===== src/rtl/cache_bus_burst_ctrl.sv =====
// Cache-line to AHB-Lite incrementing burst bridge.
// Fetches assemble into fetch_buffer; writebacks stream cache words out by beat.
module cache_bus_burst_ctrl #(
  parameter int unsigned PA_BITS   = 32,
  parameter int unsigned AHBW      = 32,
  parameter int unsigned LINELEN   = 256,
  localparam int unsigned BEATS     = LINELEN / AHBW,
  localparam int unsigned LOGBWPL   = $clog2(BEATS),
  localparam int unsigned OFFSETLEN = $clog2(LINELEN / 8)
) (
  input  logic               clk,
  input  logic               reset,
  input  logic [1:0]         CacheBusRW,
  input  logic [PA_BITS-1:0] CacheBusAdr,
  input  logic [AHBW-1:0]    ReadDataWord,
  output logic               CacheBusAck,
  output logic [LOGBWPL-1:0] BeatCount,
  output logic               SelBusBeat,
  output logic [LINELEN-1:0] FetchBuffer,
  output logic               BusCommitted,
  output logic [PA_BITS-1:0] HADDR,
  output logic [1:0]         HTRANS,
  output logic               HWRITE,
  output logic [2:0]         HSIZE,
  output logic [2:0]         HBURST,
  output logic [AHBW-1:0]    HWDATA,
  input  logic [AHBW-1:0]    HRDATA,
  input  logic               HREADY
);

  localparam int unsigned LINE_BITS = PA_BITS - OFFSETLEN;
  localparam int unsigned BYTE_BITS = OFFSETLEN - LOGBWPL;
  localparam logic [LOGBWPL-1:0] LAST_BEAT = LOGBWPL'(BEATS - 1);
  localparam logic [2:0] HSIZE_VAL  = 3'($clog2(AHBW / 8));
  localparam logic [2:0] HBURST_VAL = (BEATS == 4)  ? 3'b011 :
                                      (BEATS == 8)  ? 3'b101 :
                                      (BEATS == 16) ? 3'b111 : 3'b001;

  localparam logic [1:0] TRANS_IDLE   = 2'b00;
  localparam logic [1:0] TRANS_NONSEQ = 2'b10;
  localparam logic [1:0] TRANS_SEQ    = 2'b11;

  typedef enum logic {S_IDLE, S_BURST} state_t;

  state_t                 state;
  logic                   is_write;
  logic [LINE_BITS-1:0]   line_adr;
  logic [LOGBWPL-1:0]     adr_beat;
  logic                   adr_done;
  logic [LOGBWPL-1:0]     data_beat;
  logic                   data_active;
  logic                   in_burst;
  logic                   adr_accept;
  logic                   data_fire;

  // Byte offset within the line is implied by the beat index.
  logic unused_adr_bits;
  assign unused_adr_bits = &{1'b0, CacheBusAdr[OFFSETLEN-1:0]};

  assign in_burst     = (state == S_BURST);
  assign adr_accept   = in_burst && !adr_done && HREADY;
  assign data_fire    = data_active && HREADY;
  assign CacheBusAck  = data_fire && (data_beat == LAST_BEAT);

  assign BusCommitted = in_burst;
  assign SelBusBeat   = in_burst;
  assign BeatCount    = adr_beat;
  assign HADDR        = {line_adr, adr_beat, {BYTE_BITS{1'b0}}};
  assign HWRITE       = in_burst && is_write;
  assign HSIZE        = HSIZE_VAL;
  assign HBURST       = HBURST_VAL;

  always_comb begin
    HTRANS = TRANS_IDLE;
    if (in_burst && !adr_done)
      HTRANS = (adr_beat == '0) ? TRANS_NONSEQ : TRANS_SEQ;
  end

  // Request latch, address/data beat pipeline and line assembly.
  always_ff @(posedge clk) begin
    if (!reset) begin
      state       <= S_IDLE;
      is_write    <= 1'b0;
      line_adr    <= '0;
      adr_beat    <= '0;
      adr_done    <= 1'b0;
      data_beat   <= '0;
      data_active <= 1'b0;
      HWDATA      <= '0;
      FetchBuffer <= '0;
    end else begin
      case (state)
        S_IDLE: begin
          if (CacheBusRW != 2'b00) begin
            state       <= S_BURST;
            is_write    <= CacheBusRW[0];
            line_adr    <= CacheBusAdr[PA_BITS-1:OFFSETLEN];
            adr_beat    <= '0;
            adr_done    <= 1'b0;
            data_active <= 1'b0;
          end
        end
        S_BURST: begin
          if (adr_accept) begin
            adr_beat    <= adr_beat + LOGBWPL'(1);
            adr_done    <= (adr_beat == LAST_BEAT);
            data_active <= 1'b1;
            data_beat   <= adr_beat;
            if (is_write)
              HWDATA <= ReadDataWord;
          end else if (data_fire) begin
            data_active <= 1'b0;
          end
          if (data_fire && !is_write)
            FetchBuffer[32'(data_beat) * AHBW +: AHBW] <= HRDATA;
          if (CacheBusAck) begin
            state       <= S_IDLE;
            data_active <= 1'b0;
            adr_done    <= 1'b0;
            adr_beat    <= '0;
          end
        end
        default: state <= S_IDLE;
      endcase
    end
  end

endmodule


===== config.mk =====
export PLATFORM = sky130hd
export DESIGN_NAME = cache_bus_burst_ctrl
export DESIGN_NICKNAME = d
export VERILOG_FILES = /design/src/rtl/cache_bus_burst_ctrl.sv
export SDC_FILE = /design/constraint.sdc
export NUM_CORES = 1
export LEC_CHECK = 0
export BUFFER_PORTS_ARGS = -buffer_cell sky130_fd_sc_hd__buf_4
export CAP_MARGIN = 20
export CORE_MARGIN = 5
export CORE_UTILIZATION = 32
export CTS_CLUSTER_DIAMETER = 150
export DETAILED_ROUTE_END_ITERATION = 12
export PLACE_DENSITY = 0.67
export SLEW_MARGIN = 20
export SYNTH_ARGS = -nofsm -noshare
export SYNTH_HDL_FRONTEND = slang
export SYNTH_SLANG_ARGS = --single-unit

===== constraint.sdc =====
create_clock -name clk -period 1.9 [get_ports clk]
set_clock_uncertainty 0.05 [all_clocks]
set_input_delay 0.285 -clock clk [delete_from_list [all_inputs] [get_ports clk]]
set_output_delay 0.285 -clock clk [all_outputs]
set_load 0.01 [all_outputs]

## Word level (Yosys, flattened, before mapping)

Index checks and enable logic that the tools add are counted.

- Register bits after elaboration: 325
- Bits of input ports: 101
- Output and inout bits: 335
- Word-level logic and storage cells: 53

- $add $sub $neg: 2
- Equality and inequality tests: 5
- Shift-type cells: 2
- Mux-type cells: 18
- Bitwise logic cells: 1
- Reductions and logical operators: 16

Operators with widths:

| kind | number |
|---|---|
| $bwmux W256 | 1 |
| $shift A32 B34 Y256 const A | 1 |
| $shiftx A32 B34 Y256 | 1 |
| $neg A8 Y34 | 1 |
| $reduce_and A2 Y1 | 5 |
| $mux W1 | 9 |
| $mux W3 | 3 |
| $eq A3 B3 Y1 const B | 2 |
| $logic_and A1 B1 Y1 | 6 |
| $pmux W1 S2 | 3 |
| $pmux W3 S2 | 1 |
| $ne A4 B2 Y1 const B | 1 |
| $add A3 B1 Y3 const B | 1 |
| $logic_not A3 Y1 | 1 |
| $ne A3 B2 Y1 const B | 1 |
| $reduce_and A3 Y1 | 1 |
| $logic_not A1 Y1 | 2 |
| $mux W2 | 1 |
| $ne A2 B2 Y1 const B | 1 |
| $reduce_bool A2 Y1 | 1 |
| $not A1 Y1 | 1 |

## Longest topological paths before layout

- Depth in word-level cells: 6
- Mapped depth: 8
- Gate-level depth less buffers: 6

## Least setup slack after synthesis

No wires, ideal clock.

- Kind: reg-to-reg
- Start point: register data_beat[0]
- End point: register FetchBuffer[192]
- Library setup time: 0.121 ns
- Arrival time: 1.902 ns
- Data required time: 1.729 ns
- Slack: -0.173 ns
- Stages on the path, launching flop included: 9
- Path buffers: 2
- Clock period less this slack: 2.073 ns
- Path through: dfxtp_1 -> inv_1 -> ha_1 -> ha_1 -> buf_2 -> nor2_2 -> nand4_4 -> buf_4 -> mux2i_1

- Word-level cells in the longest chain between the ends: 3
- Elaborated cells on any way between the ends: 4
- Classes of those cells: 1 x add/sub; 2 x shift; 1 x mux

Ends and longest elaborated chain:

| item | RTL line | RTL |
|---|---|---|
| start: declaration | 50 | `logic [LOGBWPL-1:0] data_beat;` |
| start signal: assignment | 108 | `data_beat <= adr_beat;` |
| $neg A8 Y34 (*) | 115 | `FetchBuffer[32'(data_beat) * AHBW +: AHBW] <= HRDATA;` |
| $shiftx A32 B34 Y256 / $shift A32 B34 Y256 (equally long branches) | 115 |  |
| $bwmux W256 (*) | 115 |  |
| end signal: assignment | 90 | `FetchBuffer <= '0;` |
| end signal: indexed assignment | 115 |  |
| end: declaration | 19 | `output logic [LINELEN-1:0] FetchBuffer,` |

Mark *: on every way between the ends. The rest lies on a longest branch, timed or not.
A chain may end at the register's enable or synchronous reset.

## Final worst setup path

- Start point: register data_beat[0]
- End point: output CacheBusAck

- Word-level cells in the longest chain between the ends: 2

Ends and longest elaborated chain:

| item | RTL line | RTL |
|---|---|---|
| $eq A3 B3 Y1 | 63 | `assign CacheBusAck = data_fire && (data_beat == LAST_BEAT);` |
| $logic_and A1 B1 Y1 | 63 |  |
| end: declaration | 16 | `output logic CacheBusAck,` |

Every way passes these cells.

==> impl_metrics.tcl <==
set metrics [dict create \
    cap_viol_max_count 0 \
    endpoint_arrival_time_on_the_critical_path_ps 1570 \
    final.min_clock_period_ps 1910 \
    ys_top_cells_by_area "sky130_fd_sc_hd__dfxtp_1, sky130_fd_sc_hd__mux2i_1, sky130_fd_sc_hd__nand2_1" \
    coreArea_mm2 0.0399 \
    swShare 0.227 \
    post-synth-top-count-cell "sky130_fd_sc_hd__nand2_1" \
    numPlacedInstances 2284 \
    timing_worst_setup_path_type "register to output port" \
    antenna_cells_inserted 0 \
    yosys_most_used_dff "sky130_fd_sc_hd__dfxtp_1" \
    clk_latency_ps 540 \
    synthArstFlopShare 0 \
    floorplan.io_pins 436 \
    power.combinational.fraction 0.071 \
    yosysSeqAreaShare 0.501 \
    mappedNetlistArea_mm2 0.0130 \
    irDropWorstVdd_mv 0.617 \
    yosys.cell_types.count 45 \
    post-route-util 0.484 \
    drt_wl_total_mm 46.3 \
    post-dp-hpwl_mm 32.2 \
    outcome "complete, but fails checks" \
    ys.warnings.count 0 \
    ys_ff_latch 325 \
    worstSetupEndpointType "output port" \
    final_setup_violations 1 \
    post_synth_most_frequent_cells "sky130_fd_sc_hd__nand2_1, sky130_fd_sc_hd__dfxtp_1, sky130_fd_sc_hd__mux2i_1, sky130_fd_sc_hd__nand3_1, sky130_fd_sc_hd__a21oi_1" \
    pin_count_of_the_biggest_net_entering_global_routing 103 \
    floorplan.die.width_um 211 \
    netlist.top_cell.by_area "sky130_fd_sc_hd__dfxtp_1" \
    vias_per_cell 4.75 \
    post_layout_nets 2011 \
    hold_path.class "input pin to register" \
    dieArea_mm2 0.0447 \
    grt_overflow_total 0 \
    cts.path.max_buffers 3 \
    max_slew_violation_total_from_the_final_report 0 \
    postPlaceCellArea_mm2 0.0169 \
    finalSetupTns_ps -9.90 \
    fin_crit_sh 1.01 \
    postLayoutSetupSlackWorst_ps -9.90 \
    grt_setup_unrepaired "yes" \
    clockRootBuffer "sky130_fd_sc_hd__clkbuf_16" \
    globalRouteTotalUtil 0.193 \
    internal-power_w 0.0118 \
    vias 11667 \
    start_util 0.325 \
    cts-buffers-inserted 37 \
    port_buffers 422 \
    sequentialPowerShare 0.456 \
    overall_die_height_um 211 \
    crit_path_start_kind "register" \
    power.leakage_nw 9.14 \
    placement_rows 73 \
    route.detailed.wl_per_inst_um 18.8 \
    syn_avg_cell_area_um2 9.25 \
    place.gp.congestion 0.813 \
    hold_viol_final 0 \
    yosys.area.top_type_share 0.501 \
    powerDensity_mw_per_mm2 787 \
    finalInstanceArea_mm2 0.0193 \
    drt_first_pass_iters 6 \
    instances_no_fill 2456 \
    synthCells 1403 \
    power.switching_w 0.00345 \
    drc 0 \
    drt_iter0_drc 510 \
    syn2layout_area_growth_pct 48.9 \
    failed_checks "negative setup slack" \
    clock_tree.htree_level_count 2 \
    worst_ep_required_time_ps 1560 \
    tritoncts_num_sinks 325 \
    grt_antenna_before_repair 0 \
    grt_pass1_vias 11764 \
    clock_power_share 0.473 \
    synth_edf_count 0 \
    critical_path.max_fanout 2 \
    post_route_cells_drive_above_1_share 0.301 \
    final_antenna_net_count 0 \
    place_worst_setup_slack_ps -86.8 \
    tritoncts "yes" \
    grt_pass1_wl_mm 68.2 \
    fmax_mhz 524 \
    clock_slew_at_reported_path_ffs_ps 60 \
]
cell type report:
| class | instances | area, um^2 |
|---|---|---|
| Clock buffer | 56 | 1130 |
| Sequential cell | 325 | 6510 |
| Fill cell | 3589 | 20600 |
| Timing Repair Buffer | 575 | 4990 |
| Multi-Input combinational cell | 955 | 5910 |
| Clock inverter | 11 | 111 |
| Inverter | 9 | 33.8 |
| Tap cell | 525 | 657 |
cells in the final DEF, fill, tap and decap left out, drive strengths merged, types with 4 or more instances in the layout:
| master | netlist | final |
|---|---|---|
| a21oi | 62 | 62 |
| buf | 61 | 483 |
| clkbuf | 59 | 60 |
| clkinv | 1 | 7 |
| conb | 2 | 8 |
| dfxtp | 325 | 325 |
| dlygate4sd3 | 0 | 88 |
| ha | 7 | 7 |
| inv | 8 | 10 |
| mux2i | 261 | 261 |
| nand2 | 480 | 480 |
| nand3 | 66 | 66 |
| nand3b | 19 | 19 |
| nand4 | 6 | 6 |
| nand4b | 4 | 4 |
| nor2 | 7 | 7 |
per-layer routing:
metal,wire length [um],part of all wire,vias up,global-route usage
met5,0,0,-,0
met4,1270,0.027,0,0.0644
met3,3660,0.079,64,0.0523
met2,22500,0.49,423,0.324
met1,18900,0.41,5537,0.241
li1,-,-,5643,-
critical path: stages (launching register included):
cell	delay, ps
sky130_fd_sc_hd__dfxtp_2	320
sky130_fd_sc_hd__buf_4	130
sky130_fd_sc_hd__buf_12	120
sky130_fd_sc_hd__ha_4	150
sky130_fd_sc_hd__nand4_1	130
sky130_fd_sc_hd__inv_1	70
sky130_fd_sc_hd__buf_6	120
sequential cells by signal, summed over array words and instances (netlist names):
| signal | cells |
|---|---|
| BusCommitted | 1 |
| is_write | 1 |
| FetchBuffer | 256 |
| data_beat | 3 |
| data_active | 1 |
| BeatCount | 3 |
| adr_done | 1 |
| HWDATA | 32 |
| line_adr | 27 |
power by group through the flow:
stage	logic, W	registers (W)	clock network (W)
CTS	0.00106	0.00693	0.00743
global placement	0.000891	0.00707	0
detailed placement	0.000902	0.00708	0
floorplan	0.000369	0.00710	0
finish	0.00108	0.00693	0.00720
global route	0.00116	0.00694	0.00766
final timing paths:
check | from | endpoint | slack, ps | depth (start not counted)
setup reg to reg | data_beat[0] | FetchBuffer[93] | 20 | 8
hold / removal | HRDATA[24] | FetchBuffer[248] | 30 | 3
setup / recovery | data_beat[0] | CacheBusAck | -10 | 6
hold reg to reg | HWDATA[10] | HWDATA[10] | 400 | 2
logic make-up (layout without fill, tap and decap cells):
group                      after synthesis  count (layout)  synth area share
AOI/OAI and AO/OA                       71              71            0.0297
muxes                                  261             261             0.201
other                                    2               8          0.000578
buffers and inverters                  129             651            0.0532
and+or+nand+nor                        608             608             0.207
DFF                                    325             325             0.501
adders and majority gates                7               7           0.00675
per-stage QoR:
step / hold WS (ps) / power, W
after floorplan: 371 / 0.00747
after global placement: 392 / 0.00797
after detailed placement: 397 / 0.00798
after CTS: 0.754 / 0.0154
after global routing: 24.8 / 0.0158
final: 28.5 / 0.0152
repair_timing:
| item | 4_1_cts | 5_1_grt |
|---|---|---|
| gates cloned | 0 | 7 |
| buffers inserted | 2 | 9 |
| hold endpoints to repair | 132 | 0 |
| pin swaps | 1 | 4 |
| endpoints found under the setup margin | 32 | 147 |
| resized for setup | 15 | 17 |
| hold buffers | 88 | 0 |
(Power assumes the default switching activity.)
